**src/rtl/bounce_counter_pkg.sv**
```systemverilog
// Shared types and helpers for the bounce/sweep counter.
// Mode encoding matches the 2-bit mode port directly.
package bounce_counter_pkg;

  typedef enum logic [1:0] {
    MODE_BOUNCE    = 2'd0,
    MODE_UP_WRAP   = 2'd1,
    MODE_DOWN_WRAP = 2'd2,
    MODE_ONE_SHOT  = 2'd3
  } mode_e;

  localparam logic DIR_UP   = 1'b1;
  localparam logic DIR_DOWN = 1'b0;

  // BOUNCE keeps whatever direction it was travelling; every other mode pins it.
  function automatic logic mode_dir(mode_e m, logic cur);
    case (m)
      MODE_BOUNCE:    return cur;
      MODE_DOWN_WRAP: return DIR_DOWN;
      default:        return DIR_UP;
    endcase
  endfunction

endpackage

```
**src/rtl/bounce_step_calc.sv**
```systemverilog
// Combinational next-value arithmetic for the bounce counter: clamped
// up/down steps and bound comparisons, evaluated in an extended width.
module bounce_step_calc #(
  parameter int WIDTH  = 8,
  parameter int STEP_W = 4
) (
  input  logic [WIDTH-1:0]  count,
  input  logic [WIDTH-1:0]  lo,
  input  logic [WIDTH-1:0]  hi,
  input  logic [STEP_W-1:0] step,
  input  logic              dir,
  output logic [WIDTH-1:0]  up_nxt,
  output logic [WIDTH-1:0]  dn_nxt,
  output logic [WIDTH-1:0]  nxt,
  output logic              at_hi,
  output logic              at_lo,
  output logic              out_of_range
);

  // One guard bit above the wider operand so a carry or borrow is always visible.
  localparam int CW = ((WIDTH > STEP_W) ? WIDTH : STEP_W) + 1;

  logic [CW-1:0] cnt_x, lo_x, hi_x, step_x, sum_x, diff_x;
  logic          borrow;

  always_comb begin
    cnt_x  = CW'(count);
    lo_x   = CW'(lo);
    hi_x   = CW'(hi);
    step_x = CW'(step);
    sum_x  = cnt_x + step_x;
    diff_x = cnt_x - step_x;
    borrow = step_x > cnt_x;

    up_nxt = (sum_x > hi_x) ? hi : sum_x[WIDTH-1:0];
    dn_nxt = (borrow || (diff_x < lo_x)) ? lo : diff_x[WIDTH-1:0];
    nxt    = dir ? up_nxt : dn_nxt;

    at_hi        = (count == hi);
    at_lo        = (count == lo);
    out_of_range = (count < lo) || (count > hi);
  end

endmodule

```
**src/rtl/bounce_counter_p.sv**
```systemverilog
// Programmable up/down sweep counter with bounce, wrap and one-shot modes,
// synchronous load, turn pulse and a saturating completed-sweep count.
module bounce_counter_p
  import bounce_counter_pkg::*;
#(
  parameter int WIDTH  = 8,
  parameter int STEP_W = 4,
  parameter int PER_W  = 16
) (
  input  logic              clk,
  input  logic              rst,
  input  logic              en,
  input  logic [1:0]        mode,
  input  logic [WIDTH-1:0]  lo,
  input  logic [WIDTH-1:0]  hi,
  input  logic [STEP_W-1:0] step,
  input  logic              load,
  input  logic [WIDTH-1:0]  load_val,
  output logic [WIDTH-1:0]  count,
  output logic              dir,
  output logic              turn,
  output logic              done,
  output logic              bad_cfg,
  output logic [PER_W-1:0]  periods
);

  logic [WIDTH-1:0] count_q, count_d;
  logic             dir_q, dir_d;
  logic             turn_q, turn_d;
  logic             done_q, done_d;
  logic [PER_W-1:0] periods_q, periods_d;
  logic [1:0]       mode_q, mode_d;

  logic [WIDTH-1:0] up_nxt, dn_nxt, nxt;
  logic             at_hi, at_lo, out_of_range;
  logic             mode_changed, done_eff, per_inc;
  mode_e            mode_cur;

  bounce_step_calc #(
    .WIDTH (WIDTH),
    .STEP_W(STEP_W)
  ) u_step_calc (
    .count       (count_q),
    .lo          (lo),
    .hi          (hi),
    .step        (step),
    .dir         (dir_q),
    .up_nxt      (up_nxt),
    .dn_nxt      (dn_nxt),
    .nxt         (nxt),
    .at_hi       (at_hi),
    .at_lo       (at_lo),
    .out_of_range(out_of_range)
  );

  assign bad_cfg = (lo > hi);

  always_comb begin
    mode_cur     = mode_e'(mode);
    mode_changed = (mode != mode_q);
    // A mode change cancels a finished one-shot in the same cycle it is seen.
    done_eff     = done_q & ~mode_changed;

    count_d   = count_q;
    dir_d     = dir_q;
    turn_d    = 1'b0;
    done_d    = done_eff;
    mode_d    = mode;
    per_inc   = 1'b0;

    if (load) begin
      count_d = load_val;
      dir_d   = (mode_cur == MODE_DOWN_WRAP) ? DIR_DOWN : DIR_UP;
      done_d  = 1'b0;
    end else if (bad_cfg) begin
      count_d = count_q;
    end else if (en) begin
      dir_d = mode_dir(mode_cur, dir_q);
      if (out_of_range) begin
        count_d = (mode_cur == MODE_DOWN_WRAP) ? hi : lo;
      end else if (lo == hi) begin
        count_d = lo;
      end else if (step != '0) begin
        case (mode_cur)
          MODE_BOUNCE: begin
            if (dir_q == DIR_UP && at_hi) begin
              count_d = dn_nxt;
              dir_d   = DIR_DOWN;
              turn_d  = 1'b1;
            end else if (dir_q == DIR_DOWN && at_lo) begin
              count_d = up_nxt;
              dir_d   = DIR_UP;
              turn_d  = 1'b1;
              per_inc = 1'b1;
            end else begin
              count_d = nxt;
            end
          end
          MODE_UP_WRAP: begin
            if (at_hi) begin
              count_d = lo;
              turn_d  = 1'b1;
              per_inc = 1'b1;
            end else begin
              count_d = up_nxt;
            end
          end
          MODE_DOWN_WRAP: begin
            if (at_lo) begin
              count_d = hi;
              turn_d  = 1'b1;
              per_inc = 1'b1;
            end else begin
              count_d = dn_nxt;
            end
          end
          MODE_ONE_SHOT: begin
            // done rises together with the first displayed hi, and the count parks there.
            if (!done_eff) begin
              count_d = up_nxt;
              if (up_nxt == hi) begin
                done_d  = 1'b1;
                per_inc = 1'b1;
              end
            end
          end
          default: count_d = count_q;
        endcase
      end
    end

    periods_d = (per_inc && (periods_q != '1)) ? periods_q + PER_W'(1) : periods_q;
  end

  always_ff @(posedge clk or negedge rst) begin
    if (!rst) begin
      count_q   <= '0;
      dir_q     <= DIR_UP;
      turn_q    <= 1'b0;
      done_q    <= 1'b0;
      periods_q <= '0;
      mode_q    <= MODE_BOUNCE;
    end else begin
      count_q   <= count_d;
      dir_q     <= dir_d;
      turn_q    <= turn_d;
      done_q    <= done_d;
      periods_q <= periods_d;
      mode_q    <= mode_d;
    end
  end

  assign count   = count_q;
  assign dir     = dir_q;
  assign turn    = turn_q;
  assign done    = done_q;
  assign periods = periods_q;

endmodule

```
**config.mk**
```make
export PLATFORM = sky130hd
export DESIGN_NAME = bounce_counter_p
export DESIGN_NICKNAME = d
export VERILOG_FILES = /design/src/rtl/bounce_counter_pkg.sv /design/src/rtl/bounce_step_calc.sv /design/src/rtl/bounce_counter_p.sv
export SDC_FILE = /design/constraint.sdc
export NUM_CORES = 1
export LEC_CHECK = 0
export CAP_MARGIN = 40
export CORE_ASPECT_RATIO = 1.5
export CORE_MARGIN = 3
export CORE_UTILIZATION = 52
export CTS_BUF_LIST = sky130_fd_sc_hd__clkbuf_4
export CTS_CLUSTER_DIAMETER = 30
export DETAILED_ROUTE_END_ITERATION = 10
export PLACE_DENSITY = 0.76
export SETUP_SLACK_MARGIN = 0.2
export SYNTH_ARGS = -nofsm -noshare
export SYNTH_HDL_FRONTEND = slang
export SYNTH_HIERARCHICAL = 1
export SYNTH_SLANG_ARGS = --single-unit
```
**constraint.sdc**
```tcl
create_clock -name clk -period 4.6 [get_ports clk]
set_clock_uncertainty 0.05 [all_clocks]
set_input_delay 0.46 -clock clk [delete_from_list [all_inputs] [get_ports clk]]
set_output_delay 0.46 -clock clk [all_outputs]
set_load 0.1 [all_outputs]
```
==> results.toml, run 1 <==
[placement]
dp_hpwl_um = 11500
place_inst = 733
gp_congestion = 0.989
port_buffers = 61

[logic_synthesis]
synth_area_sq_um = 4240
synthAdderAreaFrac = 0.151
synth_commonest_cells = "ha_1 (48), inv_1 (41), nor2_1 (29)"
synth_area_leaders = "dfrtp_1 (17%), ha_1 (14%), mux2_2 (4.0%)"
synth-simple-area-share = 0.222
synth_nets = 580
yosys_warnings = 6
ys.flop_type = "dfrtp_1"
synthArstFlopShare = 1.00
synth-seq-cells = 29
yosysMostFrequentCell = "ha_1"
syn_inst = 496
avgSynthCellArea_sq_um = 8.54
synth.distinct_cells = 75
yosys.area_share.xor_xnor = 0.0703
synth_compound_area_frac = 0.201
synthMuxAreaShare = 0.106
ys_seq_area_frac = 0.172
yosysTopAreaCellShare = 0.165
yosys.area.top_type = "dfrtp_1"
synth_top_family_by_area = "simple AND/OR/NAND/NOR gates"
synth-edff-count = 0

[timing]
drv_slew = 0
period_minus_slack_ns = 4.87
setup_violations = 23
rsz0062_at_grt = "yes"
finalHoldViolCount = 0
min_period_over_period = 1.06
relSlewSlack = 0.378
worst_pin_slew_ns = 0.931
setup_slack_ns = -0.271
max_freq_mhz = 205

[critical_path]
crit_chain = "ha_4, fa_2, nand2b_1, a21oi_2, nor2_2, xnor2_2, ha_1, nand4_1, o221a_4, a211oi_4, o21bai_4, mux2_4, xnor2_2, nand4_1, nor4_4, a31oi_4, buf_6, nor4b_4, xor2_1"
slowest_delay_ns = 0.54
crit_slowest_cell = "dfrtp_4"
cp-start-kind = "flip-flop"
path_buf_inv = 1
required_ns = 4.80
crit_path_max_fanout = 5
worst_ep_arrival_time_ns = 5.07
worstSetupPathType = "reg -> reg"
crit_family = "simple AND/OR/NAND/NOR gates"
cp-end-kind = "flip-flop"

[run_status]
status = "finished, violations left"
violations = "setup timing"

[clock_tree]
numCtsBuffers = 5
cts_hold_buf = 0
cts.clk_slew.worst_paths_ns = 0.11
h-tree-depth = 2
clk-insertion-delay-late_ns = 0.34
cts_tree = "done"
cts.sinks = 29
cts_root_buf = "clkbuf_4"
clk_path_buf_depth = 2

[power]
p_leak_nw = 3.01
ir_worst_vdd_mv = 0.528
p_comb_frac = 0.859
clkPwrFrac = 0.043
p_int_mw = 2.03
swShare = 0.470
power.density_nw_per_um2 = 595
seqPwrFrac = 0.098
switchingPower_mw = 1.80

[global_routing]
grt.total_usage = 0.345
grt_pass1_vias = 5044
grt_max_degree = 30
overflow = 0
antenna_found_initial = 0
grt_pass1_wl_um = 24900

[drt]
wire_per_inst_um = 21.1
drtPass1Iterations = 6
drc_errors = 0
drtIter0Drc = 639
viasPerCell = 6.37
wl_um = 16200
num_vias = 4906
final_antenna_net_count = 0

[floorplan]
die_w_um = 79.7
dieArea_sq_um = 9290
coreArea_sq_um = 7760
start_util = 0.546
row_count = 39
fp.dieH_um = 117
ios = 62

[layout]
final_cells = 770
nets = 751
fin_util = 0.832
drive_gt1_frac = 0.359
n_fill_cell = 451
n_antenna_cell = 0
area_growth_pct = 52.4

[job]
cap_violations = 0

[min_path]
hold_class = "in -> async"
## layout make-up
cell class / instances / area (sq um) / area share
clock buffer: 7 / 52.6 / 0.00814
clock inverter: 1 / 3.75 / 0.000581
inverter: 41 / 156 / 0.0242
multi-input combinational: 402 / 3550 / 0.550
sequential: 29 / 743 / 0.115
tap: 102 / 128 / 0.0198
timing repair buffer: 188 / 1820 / 0.282
## per-layer routing
layer  vias up  track usage  wire length [um]
li1       2180            -                 -
met1      2299        0.342              5410
met2       305        0.619              8210
met3       122       0.0455               972
met4         0        0.303              1620
met5         -            0                 0
## kinds of logic (layout without fill, tap and decap cells)
| family | after synthesis | count (layout) |
|---|---|---|
| buffers and inverters | 66 | 237 |
| DFF | 29 | 29 |
| and+or+nand+nor | 159 | 159 |
| adders and majority gates | 50 | 50 |
| AOI/OAI and AO/OA | 119 | 120 |
| xor gates and xnor gates | 34 | 34 |
| muxes | 39 | 39 |
## power by group through the flow
stage | combinational, mW | sequential [mW] | clock [mW]
final | 3.30 | 0.375 | 0.167
after global routing | 3.47 | 0.382 | 0.177
after CTS | 3.04 | 0.371 | 0.165
after detailed placement | 2.68 | 0.373 | 0
after global placement | 2.48 | 0.372 | 0
after floorplan | 1.48 | 0.573 | 0
## cells in the final DEF (no fill, tap or decap), types with 5 or more instances in the layout
| cell | count |
|---|---|
| buf_4 | 95 |
| clkdlybuf4s50_1 | 57 |
| ha_1 | 44 |
| inv_1 | 37 |
| nor2_1 | 26 |
| buf_8 | 26 |
| nand2_1 | 22 |
| a21oi_1 | 22 |
| dfrtp_1 | 21 |
| nand3_1 | 19 |
| xor2_1 | 18 |
| mux2_4 | 17 |
| mux2i_1 | 15 |
| nand4_1 | 15 |
| o21ai_0 | 13 |
| a21o_1 | 11 |
| nor2b_1 | 10 |
| xnor2_1 | 10 |
| nand2b_1 | 9 |
| nor3_2 | 9 |
| mux2_2 | 7 |
| clkbuf_4 | 7 |
| o22ai_1 | 6 |
| nor3_1 | 6 |
| o211ai_1 | 6 |
| xnor2_2 | 6 |
| a221oi_1 | 5 |
| a211oi_1 | 5 |
| and3_1 | 5 |
## flip-flops by register name, summed over array words and instances (netlist names)
| signal | count |
|---|---|
| periods | 16 |
| count | 8 |
| mode_q | 2 |
| dir | 1 |
| done | 1 |
| turn | 1 |
## worst register-to-register path: cells and delay by family, from the launching register on
kind | cells | cell delay [ns]
flops | 1 | 0.54
simple gates | 6 | 1.20
buf+inv | 1 | 0.17
mux | 1 | 0.36
fa+ha+maj | 3 | 0.85
compound gates | 5 | 1.10
xor+xnor | 3 | 0.49
## repair_timing
item / 4_1_cts / 5_1_grt
pin swaps: 34 / 29
setup buffers: 26 / 2
endpoints found under the setup margin: 24 / 25
resized for setup: 45 / 11
gates cloned: 1 / 0
## stage by stage
stage	power [mW]	setup slack (ns)	hold WS, ns	TNS [ns]	area (sq um)
3_3_place_gp	2.85	-0.438	0.423	-8.09	5470
6_report	3.84	-0.271	0.461	-3.40	6460
2_1_floorplan	2.06	-0.120	0.114	-0.183	4360
5_1_grt	4.03	-0.338	0.477	-5.70	6460
4_1_cts	3.57	-0.0539	0.447	-0.144	6370
3_5_place_dp	3.05	-0.666	0.438	-11.79	5880
## worst paths after layout
path / cells after the start / startpoint / slack, ns / to
worst min-delay path: 2 / rst / 0.46 / done$_DFF_PN0_
worst max register to register: 19 / count[0]$_DFFE_PN0P_ / -0.27 / periods[3]$_DFFE_PN0P_
min in group clk: 1 / periods[15]$_DFFE_PN0P_ / 0.46 / periods[15]$_DFFE_PN0P_
worst max-delay path: 19 / count[0]$_DFFE_PN0P_ / -0.27 / periods[3]$_DFFE_PN0P_
worst min register to register: 1 / periods[15]$_DFFE_PN0P_ / 0.46 / periods[15]$_DFFE_PN0P_
max in group asynchronous: 2 / rst / 3.73 / dir$_DFFE_PN1P_
Note: power is estimated with default switching activity, not from simulation.
==> run 2, diff against run 1 <==
SLEW_MARGIN = 0   (was default)
==> results of run 2 <==
Same layout as run 1: the final DEF is identical, and so are final timing and power.
==> run 3, diff against run 2 <==
--- a/config.mk
+++ b/config.mk
@@ -7,11 +7,13 @@
 export LEC_CHECK = 0
 export CAP_MARGIN = 40
+export CELL_PAD_IN_SITES_DETAIL_PLACEMENT = 0
+export CELL_PAD_IN_SITES_GLOBAL_PLACEMENT = 2
 export CORE_ASPECT_RATIO = 1.5
 export CORE_MARGIN = 3
-export CORE_UTILIZATION = 52
+export CORE_UTILIZATION = 31
 export CTS_BUF_LIST = sky130_fd_sc_hd__clkbuf_4
 export CTS_CLUSTER_DIAMETER = 30
 export DETAILED_ROUTE_END_ITERATION = 10
-export PLACE_DENSITY = 0.76
+export PLACE_DENSITY = 0.75
 export SETUP_SLACK_MARGIN = 0.2
 export SLEW_MARGIN = 0
--- a/constraint.sdc
+++ b/constraint.sdc
@@ -3,3 +3,3 @@
 set_input_delay 0.46 -clock clk [delete_from_list [all_inputs] [get_ports clk]]
 set_output_delay 0.46 -clock clk [all_outputs]
-set_load 0.1 [all_outputs]
+set_load 0.005 [all_outputs]
==> results.toml, run 3 (synthesis results as in run 1) <==
[run_status]
status = "finished, violations left"
violations = "setup timing"

[global_routing]
overflow = 0
grt.total_usage = 0.218
grt_max_degree = 30
grt_pass1_wl_um = 25100
antenna_found_initial = 1
grt_pass1_vias = 4740

[drt]
drtPass1Iterations = 6
wire_per_inst_um = 20.8
viasPerCell = 5.63
num_vias = 4512
drtIter0Drc = 181
drc_errors = 0
wl_um = 16700
final_antenna_net_count = 0

[power]
p_int_mw = 2.00
clkPwrFrac = 0.049
switchingPower_mw = 1.58
power.density_nw_per_um2 = 566
power_mw = 3.58
p_leak_nw = 3.00
p_comb_frac = 0.854
swShare = 0.441
ir_worst_vdd_mv = 0.308
seqPwrFrac = 0.097

[timing]
max_freq_mhz = 212
setup_slack_ns = -0.118
period_minus_slack_ns = 4.72
setup_violations = 6
drv_slew = 0
rsz0062_at_grt = "yes"
relSlewSlack = 0.519
finalHoldViolCount = 0
min_period_over_period = 1.03
worst_pin_slew_ns = 0.718

[layout]
area_growth_pct = 49.5
final_cells = 801
n_fill_cell = 1276
multi_input_area_sq_um = 3760
nets = 724
drive_gt1_frac = 0.343
layout_common_cells = "buf_4 (91), clkdlybuf4s50_1 (58), ha_1 (43)"
fin_util = 0.479
seqCellArea_sq_um = 729
final_common_cell = "buf_4"
largest_register_ffs = 16

[critical_path]
worst_r2r_path_depth = 25
r2r_start = "count[0]$_DFFE_PN0P_"
critPathLaunch = "step[3]"
cp-start-kind = "primary input"
cp-end-kind = "flip-flop"
worstSetupPathType = "in -> reg"
crit_path_max_fanout = 10
worst_ep_arrival_time_ns = 4.92
required_ns = 4.80

[clock_tree]
cts_root_buf = "clkbuf_4"
cts_hold_buf = 0
clk_path_buf_depth = 2
h-tree-depth = 2
clk-insertion-delay-late_ns = 0.37
cts.clk_slew.worst_paths_ns = 0.11
cts.sinks = 29
numCtsBuffers = 5
cts_tree = "done"

[floorplan]
fp.dieH_um = 149
start_util = 0.321
die_w_um = 101
ios = 62
dieArea_sq_um = 15100
coreArea_sq_um = 13200
row_count = 51

[placement]
place_inst = 774
gp_congestion = 0.908
dp_hpwl_um = 12900
port_buffers = 61

[job]
cap_violations = 0

[min_path]
hold_class = "in -> async"
[run 3: cell count changes in the layout (fill, tap and decap cells not counted), moves of 4 or more]
cell and change:
a221oi_1 -4, nor3_2 -8, nor3_4 +8, a221oi_2 +4, buf_4 -4, buf_8 -26, dfrtp_1 +5
[run 3: what timing repair did]
item	CTS	global route
gates cloned	2	0
pin swaps	52	29
resized for setup	49	48
setup endpoints to repair	25	25
buffers inserted	11	5
[run 3: power groups by stage]
stage	clock [mW]	combinational [mW]	sequential [mW]
final	0.174	3.06	0.349
after global routing	0.187	3.29	0.355
after CTS	0.180	2.68	0.348
after detailed placement	0	2.44	0.347
after global placement	0	2.40	0.351
after floorplan	0	1.47	0.348
[run 3: area by class of cell]
type / instances / area share
Sequential cell: 29 / 0.115
Tap cell: 159 / 0.0314
Clock inverter: 2 / 0.00158
Clock buffer: 6 / 0.00711
Multi-Input combinational cell: 402 / 0.593
Inverter: 41 / 0.0247
Timing Repair Buffer: 161 / 0.226
Antenna cell: 1 / 0.000395
[run 3: metal layers]
layer / wire (um) / global-route usage / share of wire
met5: 0 / 0 / 0
met4: 1030 / 0.142 / 0.062
met3: 514 / 0.0225 / 0.031
met2: 9160 / 0.411 / 0.55
met1: 5990 / 0.218 / 0.36
[run 3: path summary, 6_finish.rpt]
kind / slack (ns) / to
min: 0.44 / mode_q[0]$_DFF_PN0_
max in group asynchronous: 3.72 / dir$_DFFE_PN1P_
min reg2reg: 0.45 / periods[9]$_DFFE_PN0P_
max: -0.12 / count[0]$_DFFE_PN0P_
max reg2reg: -0.07 / count[0]$_DFFE_PN0P_
min in group clk: 0.45 / periods[9]$_DFFE_PN0P_
[run 3: worst max-delay path, stage by stage]
cell and delay [ns]:
clkdlybuf4s50_1 0.48, inv_1 0.05, ha_2 0.40, o21ai_0 0.12, a21oi_1 0.14, buf_4 0.15, buf_4 0.12, nor2_2 0.05
xnor2_1 0.12, ha_1 0.30, and3_4 0.20, buf_4 0.12, o2111ai_4 0.11, o21ai_2 0.22, o2bb2ai_4 0.11, buf_4 0.14
buf_6 0.11, buf_12 0.14, buf_4 0.14, mux2i_4 0.13, a21oi_2 0.09, a2111oi_4 0.35, a2111oi_4 0.08, o31ai_4 0.36
buf_4 0.16, mux2i_1 0.05
[run 3: through the flow]
stage	cell area [sq um]	hold WS, ns	TNS, ns	setup WS, ns
after floorplan	4340	0.114	0	0.0562
after global placement	5610	0.431	-11.73	-0.639
after detailed placement	5610	0.442	-14.71	-0.774
after CTS	6020	0.454	-0.110	-0.0712
after global routing	6330	0.478	-4.20	-0.317
final	6330	0.436	-0.487	-0.118
==> edit: new RTL, config.mk and constraints of run 3 <==
Reset style: synchronous (`rst`), changed in one clocked block.
--- a/src/rtl/bounce_counter_p.sv
+++ b/src/rtl/bounce_counter_p.sv
@@ -133,5 +133,5 @@
   end
 
-  always_ff @(posedge clk or negedge rst) begin
+  always_ff @(posedge clk) begin
     if (!rst) begin
       count_q   <= '0;
Function: differs if rst is asserted again (counterexample within 4 cycles, from zero or initial values and one cycle with rst low); with rst held inactive, the same outputs for 4 cycles.
==> edit against run 3 <==
- the run still ends with negative setup slack left
- critical endpoint is now periods[9]
- synthesized area down 2.5%
- routed wire length up 7.0%
- worst setup slack better by 71 ps
- cell area up 1.2%
- critical path type is now reg -> reg
- sequential cell count unchanged
- hold slack better by 15 ps
Power is not compared: it rests on default switching activity, and its combinational part moved more than twofold at a synthesized area within 25%.
==> edit: results (changes against run 3) <==
| Metric | Value |
|---|---|
| Most common library cells after synthesis | 48 x ha_1, 48 x nand2_1, 35 x inv_1, 33 x nor2_1, 32 x a21oi_1 (was 48 x ha_1, 41 x inv_1, 29 x nor2_1, 28 x dfrtp_1, 26 x a21oi_1) |
| Synth Flop Type | dfxtp_1 (was dfrtp_1) |
| Place WS | -808.6 ps (was -774.0 ps) |
| Clk_lat worst skew | 350 ps (was 370 ps) |
| Status | complete, but fails checks (unchanged) |
| Fin Hold WS | 451.5 ps (was 436.2 ps) |
| Ranking of synthesized cells by area | ha_1 15%, dfxtp_1 14%, mux2i_1 4.6% (was dfrtp_1 17%, ha_1 14%, mux2_2 4.0%) |
| Placed Cells | 818 (was 774) |
| Post-CTS Setup Bufs | 16 (was 11) |
| Final worst setup slack | -47.33 ps (was -118.1 ps) |
| Ys async rst share | 0 (was 1.000) |
| Placed cell areas | 5567 µm² (was 5607 µm²) |
| Count of cell types in the netlist | 68 (was 75) |
| Total wire length | 17860 µm (was 16700 µm) |
| Synth Area in Adders | 0.1551 (was 0.1512) |
| Multi-input logic area | 3825 µm² (was 3757 µm²) |
| Vias after detailed routing | 4916 (was 4512) |
| Syn nets | 621 (was 580) |
| Post-DP HPWL | 13170 µm (was 12900 µm) |
| Crit-path slowest cell | or4_1 (was clkdlybuf4s50_1) |
| CTS-repair resized insts | 44 (was 49) |
| Failing checks | negative setup slack (unchanged) |
| Endpoints failing setup | 8 (was 6) |
| FILL cells | 1292 (was 1276) |
| FFs & Latches | 29 (unchanged) |
| Fin nets | 780 (was 724) |
| Compound-gate portion of the synthesized area | 0.2557 (was 0.2008) |
| Crit path DAT | 4880 ps (was 4920 ps) |
| Multi-input gate count | 446 (was 402) |
==> edit: cell types whose count changed after synthesis, moves of 7 or more <==
cell,change
or4_1,+8
nor3_2,-10
dfxtp_1,+29
dfrtp_1,-28
xor2_1,-14
nand2_1,+26
a31oi_1,+8
o2bb2ai_1,+7
o31ai_1,+13
clkbuf_1,+10
==> edit: layer usage <==
layer	wire [µm]	GRT usage	part of all wire
met1	6793	0.2586	0.38
met2	9452	0.4426	0.53
met3	634	0.02550	0.035
met4	979	0.1126	0.055
met5	0	0	0
==> edit: worst max-delay path by stage <==
stage,endpoint,from,slack [ps],cells past startpoint
6_report,periods[9],count[0],-50,19
5_1_grt,periods[8],count[0],-280,19
4_1_cts,periods[13],count[0],40,19
3_5_place_dp,periods[7],step[1],-810,22
3_3_place_gp,periods[9],step[2],-680,20
2_1_floorplan,periods[8],step[2],70,21
==> edit: tightest hold or removal path: cells and delay by family, from the launching register on <==
family           cells  cell delay [ps]
DFF                  1              350
and+or+nand+nor      1               60
muxes                1               50
